==> src/rtl/core_pkg.sv <==
// core_pkg: shared types and constants for the 5-stage RV64 core pipeline.
//   XLEN       - datapath width (read data, immediate, pc)
//   REG_W      - register specifier width
//   alu_op_e   - ALU operation class decoded in ID
//   id_ex_ctrl_t - control bundle carried across the ID/EX boundary
package core_pkg;

    localparam int XLEN  = 64;
    localparam int REG_W = 5;

    typedef enum logic [1:0] {
        ALU_ADD    = 2'b00,  // address/immediate add
        ALU_BRANCH = 2'b01,  // branch compare (subtract)
        ALU_FUNCT  = 2'b10   // R-type, operation chosen by funct fields
    } alu_op_e;

    typedef struct packed {
        logic    reg_write;
        logic    mem_read;
        logic    mem_write;
        logic    mem_to_reg;
        logic    branch;
        logic    alu_src;
        alu_op_e alu_op;
    } id_ex_ctrl_t;

    localparam int CTRL_W = $bits(id_ex_ctrl_t);

endpackage

==> src/rtl/id_ex_stage_hazard_detect.sv <==
// hazard_detect: combinational load-use hazard detection for the ID/EX boundary.
// Inputs : ex_valid, ex_mem_read, ex_rd        - instruction currently in EX
//          id_valid, id_rs1, id_rs2, id_uses_rs2 - instruction currently in ID
//          flush, hold                         - branch kill / downstream freeze
// Outputs: load_use - EX load produces a register the ID instruction reads
//          stall    - freeze PC and IF/ID this cycle
module hazard_detect
    import core_pkg::*;
(
    input  logic             ex_valid,
    input  logic             ex_mem_read,
    input  logic [REG_W-1:0] ex_rd,
    input  logic             id_valid,
    input  logic [REG_W-1:0] id_rs1,
    input  logic [REG_W-1:0] id_rs2,
    input  logic             id_uses_rs2,
    input  logic             flush,
    input  logic             hold,
    output logic             load_use,
    output logic             stall
);

    logic rs1_hit;
    logic rs2_hit;

    // x0 never carries a dependency, and rs2 only matters when it is really read.
    assign rs1_hit  = (ex_rd == id_rs1);
    assign rs2_hit  = id_uses_rs2 && (ex_rd == id_rs2);
    assign load_use = ex_valid && ex_mem_read && (ex_rd != '0) && id_valid
                      && (rs1_hit || rs2_hit);

    // A taken branch kills the ID instruction anyway, so there is nothing to wait for.
    assign stall    = hold || (load_use && !flush);

endmodule

==> src/rtl/id_ex_stage.sv <==
// id_ex_stage: ID/EX pipeline register of the 5-stage RV64 core.
// Inputs : clk, reset (async, active-low), id_* decoded instruction fields and
//          register file read data, flush (branch taken in EX), hold (MEM stall).
// Outputs: stall (combinational, freezes PC and IF/ID), ex_* registered fields
//          for EX, stall_count (saturating count of load-use bubbles).
module id_ex_stage
    import core_pkg::*;
#(
    parameter int XLEN  = core_pkg::XLEN,
    parameter int CNT_W = 32
) (
    input  logic             clk,
    input  logic             reset,
    input  logic             id_valid,
    input  logic [REG_W-1:0] id_rs1,
    input  logic [REG_W-1:0] id_rs2,
    input  logic [REG_W-1:0] id_rd,
    input  logic             id_uses_rs2,
    input  logic [XLEN-1:0]  id_read_data1,
    input  logic [XLEN-1:0]  id_read_data2,
    input  logic [XLEN-1:0]  id_imm,
    input  logic [XLEN-1:0]  id_pc,
    input  logic             id_reg_write,
    input  logic             id_mem_read,
    input  logic             id_mem_write,
    input  logic             id_mem_to_reg,
    input  logic             id_branch,
    input  logic             id_alu_src,
    input  logic [1:0]       id_alu_op,
    input  logic             flush,
    input  logic             hold,
    output logic             stall,
    output logic             ex_valid,
    output logic [REG_W-1:0] ex_rs1,
    output logic [REG_W-1:0] ex_rs2,
    output logic [REG_W-1:0] ex_rd,
    output logic [XLEN-1:0]  ex_read_data1,
    output logic [XLEN-1:0]  ex_read_data2,
    output logic [XLEN-1:0]  ex_imm,
    output logic [XLEN-1:0]  ex_pc,
    output logic             ex_reg_write,
    output logic             ex_mem_read,
    output logic             ex_mem_write,
    output logic             ex_mem_to_reg,
    output logic             ex_branch,
    output logic             ex_alu_src,
    output logic [1:0]       ex_alu_op,
    output logic [CNT_W-1:0] stall_count
);

    logic             valid_q, valid_d;
    logic [REG_W-1:0] rs1_q, rs1_d, rs2_q, rs2_d, rd_q, rd_d;
    logic [XLEN-1:0]  data1_q, data1_d, data2_q, data2_d, imm_q, imm_d, pc_q, pc_d;
    id_ex_ctrl_t      ctrl_q, ctrl_d, id_ctrl;
    logic [CNT_W-1:0] cnt_q, cnt_d;
    logic             load_use;

    hazard_detect u_hazard (
        .ex_valid    (valid_q),
        .ex_mem_read (ctrl_q.mem_read),
        .ex_rd       (rd_q),
        .id_valid    (id_valid),
        .id_rs1      (id_rs1),
        .id_rs2      (id_rs2),
        .id_uses_rs2 (id_uses_rs2),
        .flush       (flush),
        .hold        (hold),
        .load_use    (load_use),
        .stall       (stall)
    );

    always_comb begin
        id_ctrl = '{reg_write:  id_reg_write,
                    mem_read:   id_mem_read,
                    mem_write:  id_mem_write,
                    mem_to_reg: id_mem_to_reg,
                    branch:     id_branch,
                    alu_src:    id_alu_src,
                    alu_op:     alu_op_e'(id_alu_op)};
    end

    always_comb begin
        // NOTE: every next-state signal defaults to its current value first, so
        // no path through this block leaves a signal unassigned (no latches).
        valid_d = valid_q;
        rs1_d   = rs1_q;
        rs2_d   = rs2_q;
        rd_d    = rd_q;
        data1_d = data1_q;
        data2_d = data2_q;
        imm_d   = imm_q;
        pc_d    = pc_q;
        ctrl_d  = ctrl_q;
        cnt_d   = cnt_q;

        if (!hold) begin
            if (flush || load_use) begin
                // Bubble: only valid and control are cleared; data fields are
                // don't-care for a dead slot, so they simply hold.
                valid_d = 1'b0;
                ctrl_d  = '0;
            end else begin
                valid_d = id_valid;
                rs1_d   = id_rs1;
                rs2_d   = id_rs2;
                rd_d    = id_rd;
                data1_d = id_read_data1;
                data2_d = id_read_data2;
                imm_d   = id_imm;
                pc_d    = id_pc;
                ctrl_d  = id_valid ? id_ctrl : '0;
                if (id_rd == '0) ctrl_d.reg_write = 1'b0;
            end

            if (load_use && !flush && (cnt_q != {CNT_W{1'b1}})) cnt_d = cnt_q + 1'b1;
        end
    end

    always_ff @(posedge clk or negedge reset) begin
        if (!reset) begin
            valid_q <= 1'b0;
            rs1_q   <= '0;
            rs2_q   <= '0;
            rd_q    <= '0;
            data1_q <= '0;
            data2_q <= '0;
            imm_q   <= '0;
            pc_q    <= '0;
            ctrl_q  <= '0;
            cnt_q   <= '0;
        end else begin
            // NOTE: non-blocking assignments so every register samples the
            // pre-edge values, independent of statement order.
            valid_q <= valid_d;
            rs1_q   <= rs1_d;
            rs2_q   <= rs2_d;
            rd_q    <= rd_d;
            data1_q <= data1_d;
            data2_q <= data2_d;
            imm_q   <= imm_d;
            pc_q    <= pc_d;
            ctrl_q  <= ctrl_d;
            cnt_q   <= cnt_d;
        end
    end

    assign ex_valid      = valid_q;
    assign ex_rs1        = rs1_q;
    assign ex_rs2        = rs2_q;
    assign ex_rd         = rd_q;
    assign ex_read_data1 = data1_q;
    assign ex_read_data2 = data2_q;
    assign ex_imm        = imm_q;
    assign ex_pc         = pc_q;
    assign ex_reg_write  = ctrl_q.reg_write;
    assign ex_mem_read   = ctrl_q.mem_read;
    assign ex_mem_write  = ctrl_q.mem_write;
    assign ex_mem_to_reg = ctrl_q.mem_to_reg;
    assign ex_branch     = ctrl_q.branch;
    assign ex_alu_src    = ctrl_q.alu_src;
    assign ex_alu_op     = ctrl_q.alu_op;
    assign stall_count   = cnt_q;

endmodule

==> config.mk <==
export PLATFORM = sky130hd
export DESIGN_NAME = id_ex_stage
export DESIGN_NICKNAME = d
export VERILOG_FILES = /design/src/rtl/core_pkg.sv /design/src/rtl/id_ex_stage_hazard_detect.sv /design/src/rtl/id_ex_stage.sv
export SDC_FILE = /design/constraint.sdc
export NUM_CORES = 1
export LEC_CHECK = 0
export ABC_AREA = 1
export BUFFER_PORTS_ARGS = -buffer_cell sky130_fd_sc_hd__buf_4
export CORE_AREA = 10 10 223 225
export DETAILED_ROUTE_END_ITERATION = 7
export DIE_AREA = 0 0 233 235
export GPL_TIMING_DRIVEN = 0
export MAX_ROUTING_LAYER = met4
export SLEW_MARGIN = 20
export SYNTH_ARGS = -nofsm -noshare
export SYNTH_HDL_FRONTEND = slang
export SYNTH_SLANG_ARGS = --single-unit
export TNS_END_PERCENT = 1
==> constraint.sdc <==
create_clock -name clk -period 2.3 [get_ports clk]
set_input_delay 0.575 -clock clk [delete_from_list [all_inputs] [get_ports clk]]
set_output_delay 0.575 -clock clk [all_outputs]
set_load 0.005 [all_outputs]
==> impl_metrics.ini, run 1 <==
[critical_path]
critPathMaxStageDelay_ns = 0.41
crit_top_cell = nand2_2
end_kind = output pin
worstSetupPathType = reg -> out
ff2ff_path_depth = 11
slowest_stage = dfrtp_1
cp.arrival_ns = 1.69
start_kind = flop
crit_start = ex_rd[1]
crit_chain = inv_2 -> nand2_2 -> nand2_2 -> nor2_2 -> nand3_2 -> nand2_2 -> nand3_2 -> nand2_2 -> buf_6
reg2reg_from = ex_rd[1]
cp_max_fo = 4
required_ns = 1.73
rrSetupSlack_ns = 0.15
r2r_end = ex_read_data1[63]

[detailed_routing]
wl_mm = 57.3
detail-route-antenna-nets = 0
dr.pass1.iters = 5
route.detailed.drc = 0
drt-wirelength-per-cell_um = 20.1
vias = 13100
post_drt_via_cell_ratio = 4.59
drt_iter0_drc = 780

[grt]
grtUsageTotal_pct = 20.6
antenna_found_initial = 2
grt_pass1_wl_mm = 83.8
grt_pass1_vias = 13300
grt-ovfl-total = 0
grt_max_degree = 97

[place]
placed_area_mm2 = 0.0187
hpwlAfterDp_mm = 45.3
dp.cells = 2773
gp_congestion = 0.885
port-buffer-count = 596

[clock_network]
clkSlewWorstSetupHoldPaths_ns = 0.06
clockBufferDepth = 3
ctsHtreeMaxLevel = 2
root_buffer = clkbuf_16
cts.sinks = 312
cts_tree = done
clk_latency_ns = 0.54
cts_made_buffers = 39

[timing]
rsz0062_at_grt = yes
min_period_over_period_pct = 98.5
finalSetupViolCount = 0
maxSlewViolCount = 0
slew_headroom_pct = 28.8
finalCriticalPeriod_ns = 2.26
hold_violations = 0
worst_clock_skew_ns = 0.0128
worst_pin_slew_ns = 1.07
hold_ws_ns = 0.233
fmax_mhz = 442

[worst_hold_path]
whs_endpoint = ex_mem_read
min_delay_path_depth = 3
hold_start = id_mem_read
hp-class = in -> reg

[finish]
fillCellCount = 4545
final_common_cell = nand2_1
final_util_pct = 44.7
layoutNonFillerInstCount = 2851
multi_input_area_mm2 = 0.00475
seq_area_mm2 = 0.00781
drive_above_1_share_pct = 33.9
final_cell_mix = nand2_1 (647), buf_4 (626), dfrtp_1 (308)
final_area_mm2 = 0.0202
nets = 2508
syn2layout_area_growth_pct = 50.8

[logic_synthesis]
synth_cell_types = 26
yosysWarnings = 0
synth_cells = 1574
synthArstFlopShare_pct = 100
yosysSeqAreaShare_pct = 58.4
syn_nets = 1860
synth.top_cell.area_share_pct = 58.4
synth_edf_count = 0
yosysTopAreaCell = dfrtp_1
syn_area_mm2 = 0.0134
ys.flop_type = dfrtp_1
synth_area_leaders = dfrtp_1 (58%), nand2_1 (18%), nand3_1 (11%)
synth.avg_cell_area_um2 = 8.49
yosys_register_bits = 312

[power_and_ir_drop]
p_sw_share_pct = 25.6
finalPower_w = 0.0157
seq_power_share_pct = 41.3
switching_power_w = 0.00402
p_int_w = 0.0117
irDropWorstVdd_uv = 498
powerDensity_mw_per_mm2 = 778
p_comb_share_pct = 17.2
power_frac_clock_pct = 41.5
p_leak_nw = 11.2

[floorplan]
die_w_um = 233
fp.dieH_um = 235
start_util_pct = 29.7
rows = 78
core_area_mm2 = 0.0451
die_area_mm2 = 0.0548
pin_count = 598

[outcome]
status = complete, no violations

[run]
cap_violations = 0
## timing repair
action	CTS	global route
resized for setup	4	19
pin swaps	3	5
hold buffers	1	0
setup endpoints to repair	1	120
hold endpoints to repair	56	0
buffers inserted	3	4
## per-layer routing
layer  GRT usage (%)  up-vias  share of wire [%]
met5               -        -                  0
met4            4.45        0                1.8
met3            7.71       62                9.9
met2            35.6      490                 50
met1            22.1     6231                 38
li1                -     6302                  -
## critical path: cells and delay by family, from the launching register on
| kind | cells | cell delay [ns] |
|---|---|---|
| and+or+nand+nor | 7 | 0.56 |
| DFF | 1 | 0.41 |
| buffers and inverters | 2 | 0.19 |
## worst max path at each step
stage / end / slack, ns / depth (start not counted)
2_1_floorplan: stall_count[31] / 0.52 / 7
3_3_place_gp: ex_pc[58] / -2.34 / 1
3_5_place_dp: ex_imm[36] / -0.51 / 6
4_1_cts: stall / -0.04 / 9
5_1_grt: stall / -0.05 / 9
6_report: stall / 0.04 / 9
## synth_stat cells (all sizes together), types with 2 or more instances
library cell,n
a21oi,2
clkbuf,16
nor2,36
dfrtp,312
buf,81
nor3,13
nand3b,2
xor2,9
inv,83
o21bai,32
nand3,307
nand2,656
nand4,6
o21ai,15
## cells by family after synthesis
logic type                 after synthesis  synth area share, %
and+or+nand+nor                       1020                 32.0
DFF                                    312                 58.4
buffers and inverters                  181                 6.33
AOI/OAI and AO/OA                       50                 2.49
xor gates and xnor gates                10                0.655
adders and majority gates                1               0.0936
## final cells by class
type,instances,share of cell area (%)
Sequential cell,312,38.7
Multi-Input combinational cell,1081,23.6
Timing Repair Buffer,607,23.0
Clock buffer,52,5.49
Tap cell,600,3.72
Buffer,97,2.66
Inverter,84,1.56
Clock inverter,16,1.27
Antenna cell,2,0.0248
## power by group through the flow
| stage | clock network [W] | registers (W) | logic, W |
|---|---|---|---|
| final | 0.00650 | 0.00648 | 0.00270 |
| after global routing | 0.00693 | 0.00654 | 0.00298 |
| after CTS | 0.00669 | 0.00647 | 0.00275 |
| after detailed placement | 0 | 0.00656 | 0.00274 |
| after global placement | 0 | 0.00653 | 0.00268 |
| after floorplan | 0 | 0.00656 | 0.000738 |
## metrics by stage
stage	worst slack, ns	TNS [ns]
after floorplan	0.520	0
after detailed placement	-0.506	-83.42
final	0.0352	0
after global placement	-2.34	-788.64
after global routing	-0.0490	-0.0774
after CTS	-0.0408	-0.0408
Power figures use the tool's default switching activity.
==> run 2: changes to the inputs <==
- CELL_PAD_IN_SITES_DETAIL_PLACEMENT: default -> 1
- CELL_PAD_IN_SITES_GLOBAL_PLACEMENT: default -> 2
- CORE_AREA: 10 10 223 225 -> default
- CORE_MARGIN: default -> 10
- CORE_UTILIZATION: default -> 28
- DIE_AREA: 0 0 233 235 -> default
- PLACE_DENSITY_LB_ADDON: default -> 0.1
==> impl_metrics.ini, run 2 (synthesized netlist as in run 1, its figures left out) <==
[critical_path]
reg2reg_from = stall_count[2]
required_ns = 1.73
critical_path_depth = 9
rrSetupSlack_ns = 0.20
end_kind = output pin
crit_buf_inv = 2
worstSetupPathType = reg -> out
cp_max_fo = 4
r2r_end = stall_count[31]
critPathMaxStageDelay_ns = 0.41
crit_chain = inv_2 -> nand2_1 -> nand2_1 -> nor2_2 -> nand3_1 -> nand2_2 -> nand3_2 -> nand2_2 -> buf_6
start_kind = flop
cp.arrival_ns = 1.72
ff2ff_path_depth = 7
slowest_stage = dfrtp_1
path_delay_family = simple AND/OR/NAND/NOR gates

[power_and_ir_drop]
irDropWorstVdd_uv = 425
powerDensity_mw_per_mm2 = 765
p_leak_nw = 11.2

[grt]
grt-ovfl-total = 0
antenna_found_initial = 18
grt_pass1_wl_mm = 95.0
grtUsageTotal_pct = 22.9
grt_max_degree = 83
grt_pass1_vias = 14300

[place]
hpwlAfterDp_mm = 51.1
dp.cells = 2789
gp_congestion = 0.811
port-buffer-count = 596

[detailed_routing]
vias = 13400
dr.pass1.iters = 5
route.detailed.drc = 0
post_drt_via_cell_ratio = 4.63
detail-route-antenna-nets = 0
wl_mm = 65.0
drt-wirelength-per-cell_um = 22.5
drt_iter0_drc = 693

[floorplan]
core_area_mm2 = 0.0474
die_w_um = 239
fp.dieH_um = 239
start_util_pct = 28.2
pin_count = 598
die_area_mm2 = 0.0569
rows = 80

[clock_network]
clockBufferDepth = 3
cts_made_buffers = 39
ctsHtreeMaxLevel = 2
root_buffer = clkbuf_16
cts_tree = done
clk_latency_ns = 0.55
cts.sinks = 312
clkSlewWorstSetupHoldPaths_ns = 0.06

[finish]
drive_above_1_share_pct = 33.2
multi_input_area_mm2 = 0.00473
final_common_cell = nand2_1
nets = 2511
seq_area_mm2 = 0.00781
final_cell_mix = nand2_1 (652), buf_4 (628), dfrtp_1 (311)
final_util_pct = 42.4
fillCellCount = 5665
layoutNonFillerInstCount = 2883
syn2layout_area_growth_pct = 50.5

[run]
cap_violations = 0

[worst_hold_path]
min_delay_path_depth = 3
hold_start = id_mem_to_reg
hp-class = in -> reg
whs_endpoint = ex_mem_to_reg

[timing]
maxSlewViolCount = 0
fmax_mhz = 436
worst_clock_skew_ns = 0.0127
min_period_over_period_pct = 99.6
worst_pin_slew_ns = 0.825
finalCriticalPeriod_ns = 2.29
tns_ns = 0
finalSetupViolCount = 0
rsz0062_at_grt = yes
slew_headroom_pct = 44.6
hold_violations = 0

[outcome]
status = complete, no violations
## run 2: cell types whose count changed in the layout (fill, tap and decap cells not counted), sizes merged
cell	change
clkbuf	+11
diode	+16
bufinv	-5
clkinv	-7
inv	+1
buf	+1
## run 2: area by class of cell
| type | instances | share of cell area (%) |
|---|---|---|
| flip-flops and latches | 312 | 38.8 |
| multi-input cells | 1081 | 23.5 |
| clock buffers | 61 | 5.76 |
| diodes | 18 | 0.224 |
| plain buffers | 97 | 2.69 |
| well taps | 615 | 3.82 |
| repair buffers | 610 | 23.2 |
| clock inverters | 5 | 0.392 |
| inverters | 84 | 1.57 |
## run 2: stage by stage
step	hold WS, ns	area [µm²]	worst slack [ns]	total power, W
finish	0.225	20100	0.00861	0.0154
CTS	0.188	20100	-0.0242	0.0157
floorplan	0.279	13400	0.520	0.00730
global route	0.222	20100	-0.116	0.0161
detailed placement	0.459	18700	-0.360	0.00940
global placement	0.455	18600	-2.67	0.00930
## run 2: timing repair
action | 4_1_cts | 5_1_grt
setup buffers | 8 | 1
endpoints found under the hold margin | 35 | 0
gates resized for setup | 5 | 8
pin swaps | 3 | 3
setup endpoints to repair | 1 | 66
hold buffers | 1 | 0
## run 2: worst max-delay path by stage
stage / startpoint / end / slack (ns)
after global placement: reset / stall_count[19] / -2.67
after floorplan: hold / stall_count[31] / 0.52
after global routing: ex_rd[4] / stall / -0.12
after detailed placement: hold / ex_imm[10] / -0.36
final: ex_rd[4] / stall / 0.009
after CTS: ex_rd[3] / stall / -0.02
## run 2: layer usage
metal | track usage [%] | routed length (µm) | vias to the layer above
met5 | - | 0 | -
met4 | 10.4 | 2310 | 0
met3 | 7.93 | 5540 | 101
met2 | 37.5 | 32300 | 395
met1 | 24.8 | 24800 | 6531
li1 | - | - | 6334
## run 2: report_power, final
part	internal, W	switching [W]
clock	0.00366	0.00247
sequential	0.00610	0.000359
combinational	0.00142	0.00139
total	0.0112	0.00421
## run 2: worst register-to-register path, delay by kind of cell (launching register included)
family	cells	cell delay [ns]
AOI/OAI and AO/OA	1	0.21
DFF	1	0.42
and+or+nand+nor	6	1.35
